`config.mk`:
```
export PLATFORM = sky130hd
export DESIGN_NAME = i2c_slave
export DESIGN_NICKNAME = d
export VERILOG_FILES = /design/src/rtl/i2c_slave.sv
export SDC_FILE = /design/constraint.sdc
export NUM_CORES = 1
export LEC_CHECK = 0
export ABC_AREA = 1
export BUFFER_PORTS_ARGS = -buffer_cell sky130_fd_sc_hd__buf_2
export CAP_MARGIN = 15
export CELL_PAD_IN_SITES_DETAIL_PLACEMENT = 0
export CELL_PAD_IN_SITES_GLOBAL_PLACEMENT = 1
export CORE_MARGIN = 10
export CORE_UTILIZATION = 46
export CTS_CLUSTER_SIZE = 20
export DETAILED_ROUTE_END_ITERATION = 10
export GPL_ROUTABILITY_DRIVEN = 1
export HOLD_SLACK_MARGIN = 0.05
export PLACE_DENSITY = 0.88
export REMOVE_ABC_BUFFERS = 1
export SLEW_MARGIN = 20
export SYNTH_ARGS = -nofsm -noshare
export SYNTH_HDL_FRONTEND = slang
export SYNTH_SLANG_ARGS = --single-unit
```
`constraint.sdc`:
```
create_clock -name clk -period 3.5 [get_ports clk]
set_clock_uncertainty 0.15 [all_clocks]
set_input_delay 0.175 -clock clk [delete_from_list [all_inputs] [get_ports clk]]
set_output_delay 0.175 -clock clk [all_outputs]
set_load 0.02 [all_outputs]
```
`src/rtl/i2c_slave.sv`:
```
// i2c_slave: write-only I2C slave that holds the NCO configuration.
//
// Bus protocol: START, address byte (SLAVE_ADDR + W), control byte, then an
// optional payload of FREQ_BYTES or DUTY_BYTES bytes, MSB first.
// Control byte: [0] enable, [2:1] wave, [3] target (1 = frequency, 0 = duty),
// [7:4] ignored. A full payload is committed to its output register in a
// single cycle. A partial payload, address mismatch or read request leaves
// the outputs untouched. The slave never drives SDA.
//
// Ports:
//   clk        system clock, all logic on the rising edge
//   reset      synchronous active-high reset
//   scl, sda   I2C bus inputs, asynchronous to clk, oversampled
//   enable     NCO enable
//   wave       waveform select
//   frequency  NCO frequency word (8*FREQ_BYTES bits)
//   duty_cycle duty-cycle word (8*DUTY_BYTES bits)
module i2c_slave #(
    parameter logic [6:0] SLAVE_ADDR = 7'h6A,
    parameter int         FREQ_BYTES = 8,
    parameter int         DUTY_BYTES = 2
) (
    input  logic                    clk,
    input  logic                    reset,
    input  logic                    scl,
    input  logic                    sda,
    output logic                    enable,
    output logic [1:0]              wave,
    output logic [8*FREQ_BYTES-1:0] frequency,
    output logic [8*DUTY_BYTES-1:0] duty_cycle
);

    localparam int FW   = 8 * FREQ_BYTES;
    localparam int DW   = 8 * DUTY_BYTES;
    localparam int MAXB = (FREQ_BYTES > DUTY_BYTES) ? FREQ_BYTES : DUTY_BYTES;
    localparam int CW   = $clog2(MAXB + 1);

    typedef enum logic [2:0] {IDLE, ADDR, CTRL, DATA, IGNORE} state_t;

    state_t        state, state_next;
    logic [2:0]    scl_sr, sda_sr;     // [0],[1] synchronizer, [2] history
    logic [3:0]    bit_cnt, bit_cnt_next;
    logic [CW-1:0] byte_cnt, byte_cnt_next;
    logic [7:0]    shift_reg;
    logic          target_freq;
    logic [FW-1:0] freq_shadow;
    logic [DW-1:0] duty_shadow;

    logic       scl_rise, start_det, stop_det, sda_bit;
    logic       byte_done, ack_slot;
    logic [7:0] new_byte;
    logic       bit_shift, ctrl_load;
    logic       freq_shift, duty_shift, freq_commit, duty_commit;

    // START/STOP require SCL high on both the synchronized and history
    // samples, so an SDA edge racing an SCL edge is never taken for one.
    assign sda_bit   = sda_sr[1];
    assign scl_rise  = scl_sr[1] & ~scl_sr[2];
    assign start_det = scl_sr[1] & scl_sr[2] & ~sda_sr[1] &  sda_sr[2];
    assign stop_det  = scl_sr[1] & scl_sr[2] &  sda_sr[1] & ~sda_sr[2];

    // Byte currently completing: the 8th sampled bit joins the 7 already held.
    assign new_byte  = {shift_reg[6:0], sda_bit};
    assign byte_done = scl_rise && (bit_cnt == 4'd7);
    assign ack_slot  = scl_rise && (bit_cnt == 4'd8);

    always_ff @(posedge clk) begin
        if (reset) state <= IDLE;
        else       state <= state_next;
    end

    always_comb begin
        state_next    = state;
        bit_cnt_next  = bit_cnt;
        byte_cnt_next = byte_cnt;
        bit_shift     = 1'b0;
        ctrl_load     = 1'b0;
        freq_shift    = 1'b0;
        duty_shift    = 1'b0;
        freq_commit   = 1'b0;
        duty_commit   = 1'b0;
        if (start_det) begin
            state_next    = ADDR;
            bit_cnt_next  = '0;
            byte_cnt_next = '0;
        end else if (stop_det) begin
            state_next    = IDLE;
            bit_cnt_next  = '0;
            byte_cnt_next = '0;
        end else if (scl_rise && (state == ADDR || state == CTRL || state == DATA)) begin
            bit_cnt_next = (bit_cnt == 4'd8) ? 4'd0 : bit_cnt + 4'd1;
            bit_shift    = (bit_cnt != 4'd8);
            unique case (state)
                ADDR: begin
                    if (ack_slot)
                        state_next = (shift_reg[7:1] == SLAVE_ADDR && !shift_reg[0]) ? CTRL : IGNORE;
                end
                CTRL: begin
                    ctrl_load = byte_done;
                    if (ack_slot) begin
                        state_next    = DATA;
                        byte_cnt_next = '0;
                    end
                end
                DATA: begin
                    if (byte_done) begin
                        byte_cnt_next = byte_cnt + 1'b1;
                        if (target_freq) begin
                            freq_shift = 1'b1;
                            if (byte_cnt == CW'(FREQ_BYTES - 1)) begin
                                freq_commit = 1'b1;
                                state_next  = IGNORE;
                            end
                        end else begin
                            duty_shift = 1'b1;
                            if (byte_cnt == CW'(DUTY_BYTES - 1)) begin
                                duty_commit = 1'b1;
                                state_next  = IGNORE;
                            end
                        end
                    end
                end
                default: ;
            endcase
        end
    end

    always_ff @(posedge clk) begin
        if (reset) begin
            scl_sr      <= 3'b111;
            sda_sr      <= 3'b111;
            bit_cnt     <= '0;
            byte_cnt    <= '0;
            shift_reg   <= '0;
            target_freq <= 1'b0;
            freq_shadow <= '0;
            duty_shadow <= '0;
            enable      <= 1'b0;
            wave        <= 2'b00;
            frequency   <= '0;
            duty_cycle  <= '0;
        end else begin
            scl_sr   <= {scl_sr[1:0], scl};
            sda_sr   <= {sda_sr[1:0], sda};
            bit_cnt  <= bit_cnt_next;
            byte_cnt <= byte_cnt_next;
            if (start_det) begin
                shift_reg   <= '0;
                freq_shadow <= '0;
                duty_shadow <= '0;
            end else if (bit_shift) begin
                shift_reg <= new_byte;
            end
            if (ctrl_load) begin
                enable      <= new_byte[0];
                wave        <= new_byte[2:1];
                target_freq <= new_byte[3];
            end
            if (freq_shift)  freq_shadow <= {freq_shadow[FW-9:0], new_byte};
            if (duty_shift)  duty_shadow <= {duty_shadow[DW-9:0], new_byte};
            if (freq_commit) frequency   <= {freq_shadow[FW-9:0], new_byte};
            if (duty_commit) duty_cycle  <= {duty_shadow[DW-9:0], new_byte};
        end
    end

endmodule

```
==> impl_metrics.toml, run 1 <==
[status]
outcome = "completed"

[critical_path]
crit_fanout = 64
r2r_slack_ns = 1.14
r2r_start = "bit_cnt[0]"
critical_path_class = "reg -> reg"
critical_path.endpoint = "frequency[42]"
reg2reg_depth = 9
critPathArrivalTime_ns = 2.50
worstSetupEndpointType = "flop"
crit_start = "bit_cnt[0]"
cp.required_ns = 3.64
worstReg2RegEnd = "frequency[42]"
crit_path_start_kind = "flop"

[global_routing]
grt-ovfl-total = 0
grt_antenna_before_repair = 0
grt_util_all_layers_pct = 15.4
grt_pass1_wl_um = 25600
grt_max_degree = 83
grt_pass1_vias = 5018

[route]
wl_per_cell_um = 14.3
drt_first_pass_iters = 5
remaining_drc_errors = 0
via_per_inst = 5.10
drt_iter0_markers = 391
antenna_left = 0
wl_um = 15400
num_vias = 5490

[clocking]
clockBufferDepth = 2
root_buffer = "clkbuf_16"
clk_pin_slew_ns = 0.07
clkSinkCount = 173
cts_max_level = 4
cts_tree = "done"
numCtsBuffers = 17
hold_buffers = 3
cts.repair.resized = 0
postCtsSetupBuffers = 0
clock_latency_ns = 0.43

[logic_synthesis]
ys_seq_area_share_pct = 51.1
yosys_warnings = 0
synth.ff_latch_count = 173
synth_area_um2 = 6780
async_flop_share_pct = 0
syn-mean-instance-area_um2 = 8.34
syn_inst = 813
yosys.cell_types.count = 34
synth_edf_count = 0
synth_ff_type = "dfxtp_1"

[die]
dieArea_um2 = 20000
pin_count = 87
placementRows = 44
core-area_um2 = 14500
die_x_um = 141
fp.dieH_um = 141
initial_utilization_pct = 46.8

[sta]
slew_headroom_pct = 40.9
rsz0062_at_grt = "false"
finalHoldViolCount = 0
fin_crit_sh_pct = 67.5
fmax_mhz = 423
period_needed_ns = 2.36
setup_viol = 0
worstMarginPinSlew_ns = 0.886
setup_tns_ns = 0
slew_viol_final = 0

[layout]
nets = 887
syn_to_final_growth_pct = 15.7
seqCellArea_um2 = 3460
fin_cells = 1076
largestRegisters = "frequency (64), freq_shadow (56), duty_cycle (16)"
fin_util_pct = 54.2
multiInputGateArea_um2 = 2880
drive_gt1_share_pct = 26.2
nFillCells = 1405
antenna_cells = 0
largest_register = "frequency"
largest_reg_flops = 64

[job]
maxCapViolations = 0

[min_path]
hold_depth = 1
min_path_type = "reg -> reg"

[power_and_ir_drop]
p_leak_nw = 2.90
peakVddDrop_mv = 0.298
power_density_nw_per_um2 = 513

[placement]
place.port_buffers = 86
placed_cells = 1041
gp_congestion = 0.789
hpwlAfterDp_um = 9770
## kinds of logic after synthesis
kind of cell | share of synthesized area (%)
flip-flops | 51.1
adder cells (fa/ha/maj) | 0.738
buffers and inverters | 6.48
AO/OA/AOI/OAI | 15.8
AND/OR/NAND/NOR | 25.5
XOR/XNOR | 0.388
## stage by stage
step	total power (W)	hold WS [ns]	area [um2]	worst slack [ns]
finish	0.00403	0.260	7840	1.14
global route	0.00415	0.278	7840	0.888
CTS	0.00406	0.261	7840	1.13
detailed placement	0.00209	0.213	7190	1.16
global placement	0.00209	0.210	7190	1.21
floorplan	0.00205	0.0874	6450	0.513
## cell usage in the layout, fill, tap and decap left out, types with 4 or more instances in the layout
master	netlist	layout
buf_4	11	9
nand2_1	188	188
nand2_2	42	42
inv_2	5	6
buf_2	18	85
nor2_4	4	4
a21oi_1	111	111
inv_1	21	20
a21oi_2	41	41
o21ai_0	19	19
clkinv_2	2	5
a211oi_1	4	4
dfxtp_1	173	173
clkbuf_16	0	17
nand3_1	84	83
or2_2	4	4
nor2_1	39	39
ha_1	4	4
## power by group
part	total, W	internal, W	switching [W]
Sequential	0.00198	0.00197	0.00000544
Clock	0.00198	0.00116	0.000817
Combinational	0.0000732	0.0000160	0.0000572
Total	0.00403	0.00315	0.000879
## cells in the mapped netlist, types with 5 or more instances
cell type / count / area [um2]
a21oi_2: 41 / 359
nor2_1: 39 / 146
o21ai_0: 19 / 95.1
a21oi_1: 111 / 556
nand2_2: 42 / 263
buf_2: 18 / 90.1
buf_4: 11 / 82.6
inv_2: 5 / 18.8
clkbuf_1: 17 / 63.8
inv_1: 21 / 78.8
dfxtp_1: 173 / 3460
nand3_1: 84 / 420
nand2_1: 188 / 706
## layout make-up
cell class              count  area share, %
well taps                 184           2.94
flip-flops and latches    173           44.2
multi-input cells         561           36.7
clock buffers              18           5.60
inverters                  28           1.37
repair buffers             98           6.92
clock inverters            14           2.30
## how the worst min path moves through the flow
stage                    from         endpoint  slack (ns)
global route        scl_sr[0]        scl_sr[1]        0.28
finish              scl_sr[0]        scl_sr[1]        0.26
floorplan               reset  freq_shadow[14]        0.09
global placement          scl        scl_sr[0]        0.21
CTS                 scl_sr[0]        scl_sr[1]        0.26
detailed placement        scl        scl_sr[0]        0.21
## worst max-delay path, cell delays in order (launching register included)
cell and delay (ns):
dfxtp_1 0.32, ha_1 0.20, nand2_1 0.15, nor2_4 0.07, nand2_4 0.10, inv_2 0.06, nand3_2 0.07, clkinv_2 0.68
nand2_1 0.29, a21oi_1 0.10
## routing by layer
| layer | part of all wire (%) | track usage [%] | vias to the layer above |
|---|---|---|---|
| met1 | 47 | 19.4 | 2567 |
| li1 | - | - | 2818 |
| met2 | 47 | 24.7 | 94 |
| met3 | 5.7 | 5.01 | 11 |
| met5 | 0 | 0 | - |
| met4 | 0.65 | 4.25 | 0 |
No activity file was read; power rests on OpenSTA's default activity.
==> inputs of run 2 (changes only) <==
--- a/config.mk
+++ b/config.mk
@@ -11,12 +11,12 @@
 export CELL_PAD_IN_SITES_DETAIL_PLACEMENT = 0
 export CELL_PAD_IN_SITES_GLOBAL_PLACEMENT = 1
 export CORE_MARGIN = 10
-export CORE_UTILIZATION = 46
+export CORE_UTILIZATION = 39
 export CTS_CLUSTER_SIZE = 20
 export DETAILED_ROUTE_END_ITERATION = 10
 export GPL_ROUTABILITY_DRIVEN = 1
 export HOLD_SLACK_MARGIN = 0.05
-export PLACE_DENSITY = 0.88
+export PLACE_DENSITY = 0.8
 export REMOVE_ABC_BUFFERS = 1
 export SLEW_MARGIN = 20
 export SYNTH_ARGS = -nofsm -noshare
==> constraint.sdc (replaced) <==
create_clock -name clk -period 2.1 [get_ports clk]
set_clock_uncertainty 0.15 [all_clocks]
set_input_delay 0.105 -clock clk [delete_from_list [all_inputs] [get_ports clk]]
set_output_delay 0.105 -clock clk [all_outputs]
set_load 0.02 [all_outputs]
==> run 2 against run 1 <==
Net effect: via count is 0.82% lower; cell area is 2.6% higher; sequential share of layout area is 1.1 points lower; critical path depth is 1 higher; core utilization is 7.3 points lower; maximum frequency is 27% higher; clock-buffer cell count is 1 higher; flip-flop and latch count stayed put; die area is 15% higher; combinational power is 80% higher; critical path type unchanged; highest routed layer unchanged.
==> impl_metrics.toml, run 2 (same netlist as run 1, synthesis figures left out) <==
[route]
route.met3.wl_um = 749
wl_um = 15800
wl_per_cell_um = 14.0
remaining_drc_errors = 0
wl_met2_um = 7250
num_vias = 5445
via_per_inst = 4.83
wl_met1_um = 7550
top_layer = "met4"
drt_first_pass_iters = 4
drt_iter0_markers = 415
antenna_left = 0

[critical_path]
critical_path.endpoint = "frequency[35]"
reg2reg_depth = 10
r2r_start = "bit_cnt[1]"
cp.required_ns = 2.31
critPathArrivalTime_ns = 2.06
crit_start = "bit_cnt[1]"
critical_path_class = "reg -> reg"
worstSetupEndpointType = "flop"
crit_fanout = 20
r2r_slack_ns = 0.25
worstReg2RegEnd = "frequency[35]"
crit_path_start_kind = "flop"

[sta]
worstMarginPinSlew_ns = 0.616
setup_tns_ns = 0
finalHoldViolCount = 0
setup_viol = 0
slew_viol_final = 0
slew_headroom_pct = 58.9
fin_crit_sh_pct = 88.2
period_needed_ns = 1.85
rsz0062_at_grt = "false"
fmax_mhz = 540

[clocking]
cts_tree = "done"
postCtsSetupBuffers = 0
cts_max_level = 4
numCtsBuffers = 17
hold_buffers = 4
clkSinkCount = 173
clockBufferDepth = 2
clk_pin_slew_ns = 0.06
clock_latency_ns = 0.43
cts.repair.resized = 0
root_buffer = "clkbuf_16"

[layout]
largest_register = "frequency"
drive_gt1_share_pct = 26.9
largestRegisters = "frequency (64), freq_shadow (56), duty_cycle (16)"
nets = 901
syn_to_final_growth_pct = 18.7
largest_reg_flops = 64
most-common-layout-cells = "188 x nand2_1, 173 x dfxtp_1, 111 x a21oi_1"
fin_area_um2 = 8050
final_common_cell = "nand2_1"
antenna_cells = 0

[power_and_ir_drop]
peakVddDrop_mv = 0.550
p_leak_nw = 2.97
power_density_nw_per_um2 = 832

[placement]
place_area_um2 = 7400
hpwlAfterDp_um = 10400
gp_congestion = 0.847
place.port_buffers = 86

[job]
maxCapViolations = 0

[die]
die_x_um = 152
dieArea_um2 = 23100
fp.dieH_um = 152
pin_count = 87
initial_utilization_pct = 39.5
core-area_um2 = 17200
placementRows = 48

[global_routing]
grt_util_all_layers_pct = 13.6
grt_max_degree = 57
grt_pass1_vias = 5162
grt-ovfl-total = 0
grt_pass1_wl_um = 26500
grt_antenna_before_repair = 0

[status]
outcome = "completed"

[min_path]
min_path_type = "in -> reg"
hold_depth = 3
## run 2: cell count changes in the layout (fill, tap and decap cells not counted), sizes merged
| cell | change |
|---|---|
| dlygate4sd3 | +1 |
| buf | +13 |
| inv | -5 |
| bufinv | +1 |
| clkbuf | +1 |
## run 2: worst min-delay path by stage
stage	to	startpoint
after floorplan	freq_shadow[14]	reset
after global placement	sda_sr[0]	sda
after detailed placement	sda_sr[0]	sda
after CTS	sda_sr[0]	sda
after global routing	sda_sr[0]	sda
final	sda_sr[0]	sda
## run 2: final cells by class
| type | instances | area (um2) |
|---|---|---|
| multi-input combinational | 561 | 2880 |
| clock inverter | 10 | 166 |
| sequential | 173 | 3460 |
| inverter | 28 | 108 |
| timing repair buffer | 112 | 704 |
| tap | 225 | 282 |
| fill | 1743 | 9130 |
| clock buffer | 19 | 443 |
## run 2: stage by stage
step                total power [W]  hold slack, ns  setup slack (ns)  std cells  utilization, %
finish                      0.00670           0.242             0.247       1128            46.8
global route                0.00691           0.254           0.00634       1128            46.8
CTS                         0.00678           0.230             0.226       1128            46.8
detailed placement          0.00350           0.141             0.252       1095            43.1
global placement            0.00350           0.138             0.289       1095            43.1
floorplan                   0.00341          0.0174            -0.887        762               -
## run 2: report_power, final
group	total, W	switching [W]	internal (W)
combinational	0.000132	0.0000998	0.0000320
clock	0.00327	0.00126	0.00201
sequential	0.00330	0.00000710	0.00329
## run 2: worst max-delay path, cell delays in order, from the launching register on
cell and delay [ns]:
dfxtp_1 0.35, ha_1 0.16, nand2_1 0.11, nor2_4 0.16, nand2_4 0.10, inv_2 0.08, nand3_2 0.10, clkinv_2 0.10
buf_4 0.25, nand2_1 0.08, a21oi_1 0.12
## run 2: layer usage
layer,vias up,GRT usage (%)
li1,2839,-
met1,2483,17.8
met2,103,21.1
met3,20,3.67
met4,0,4.81
met5,-,0
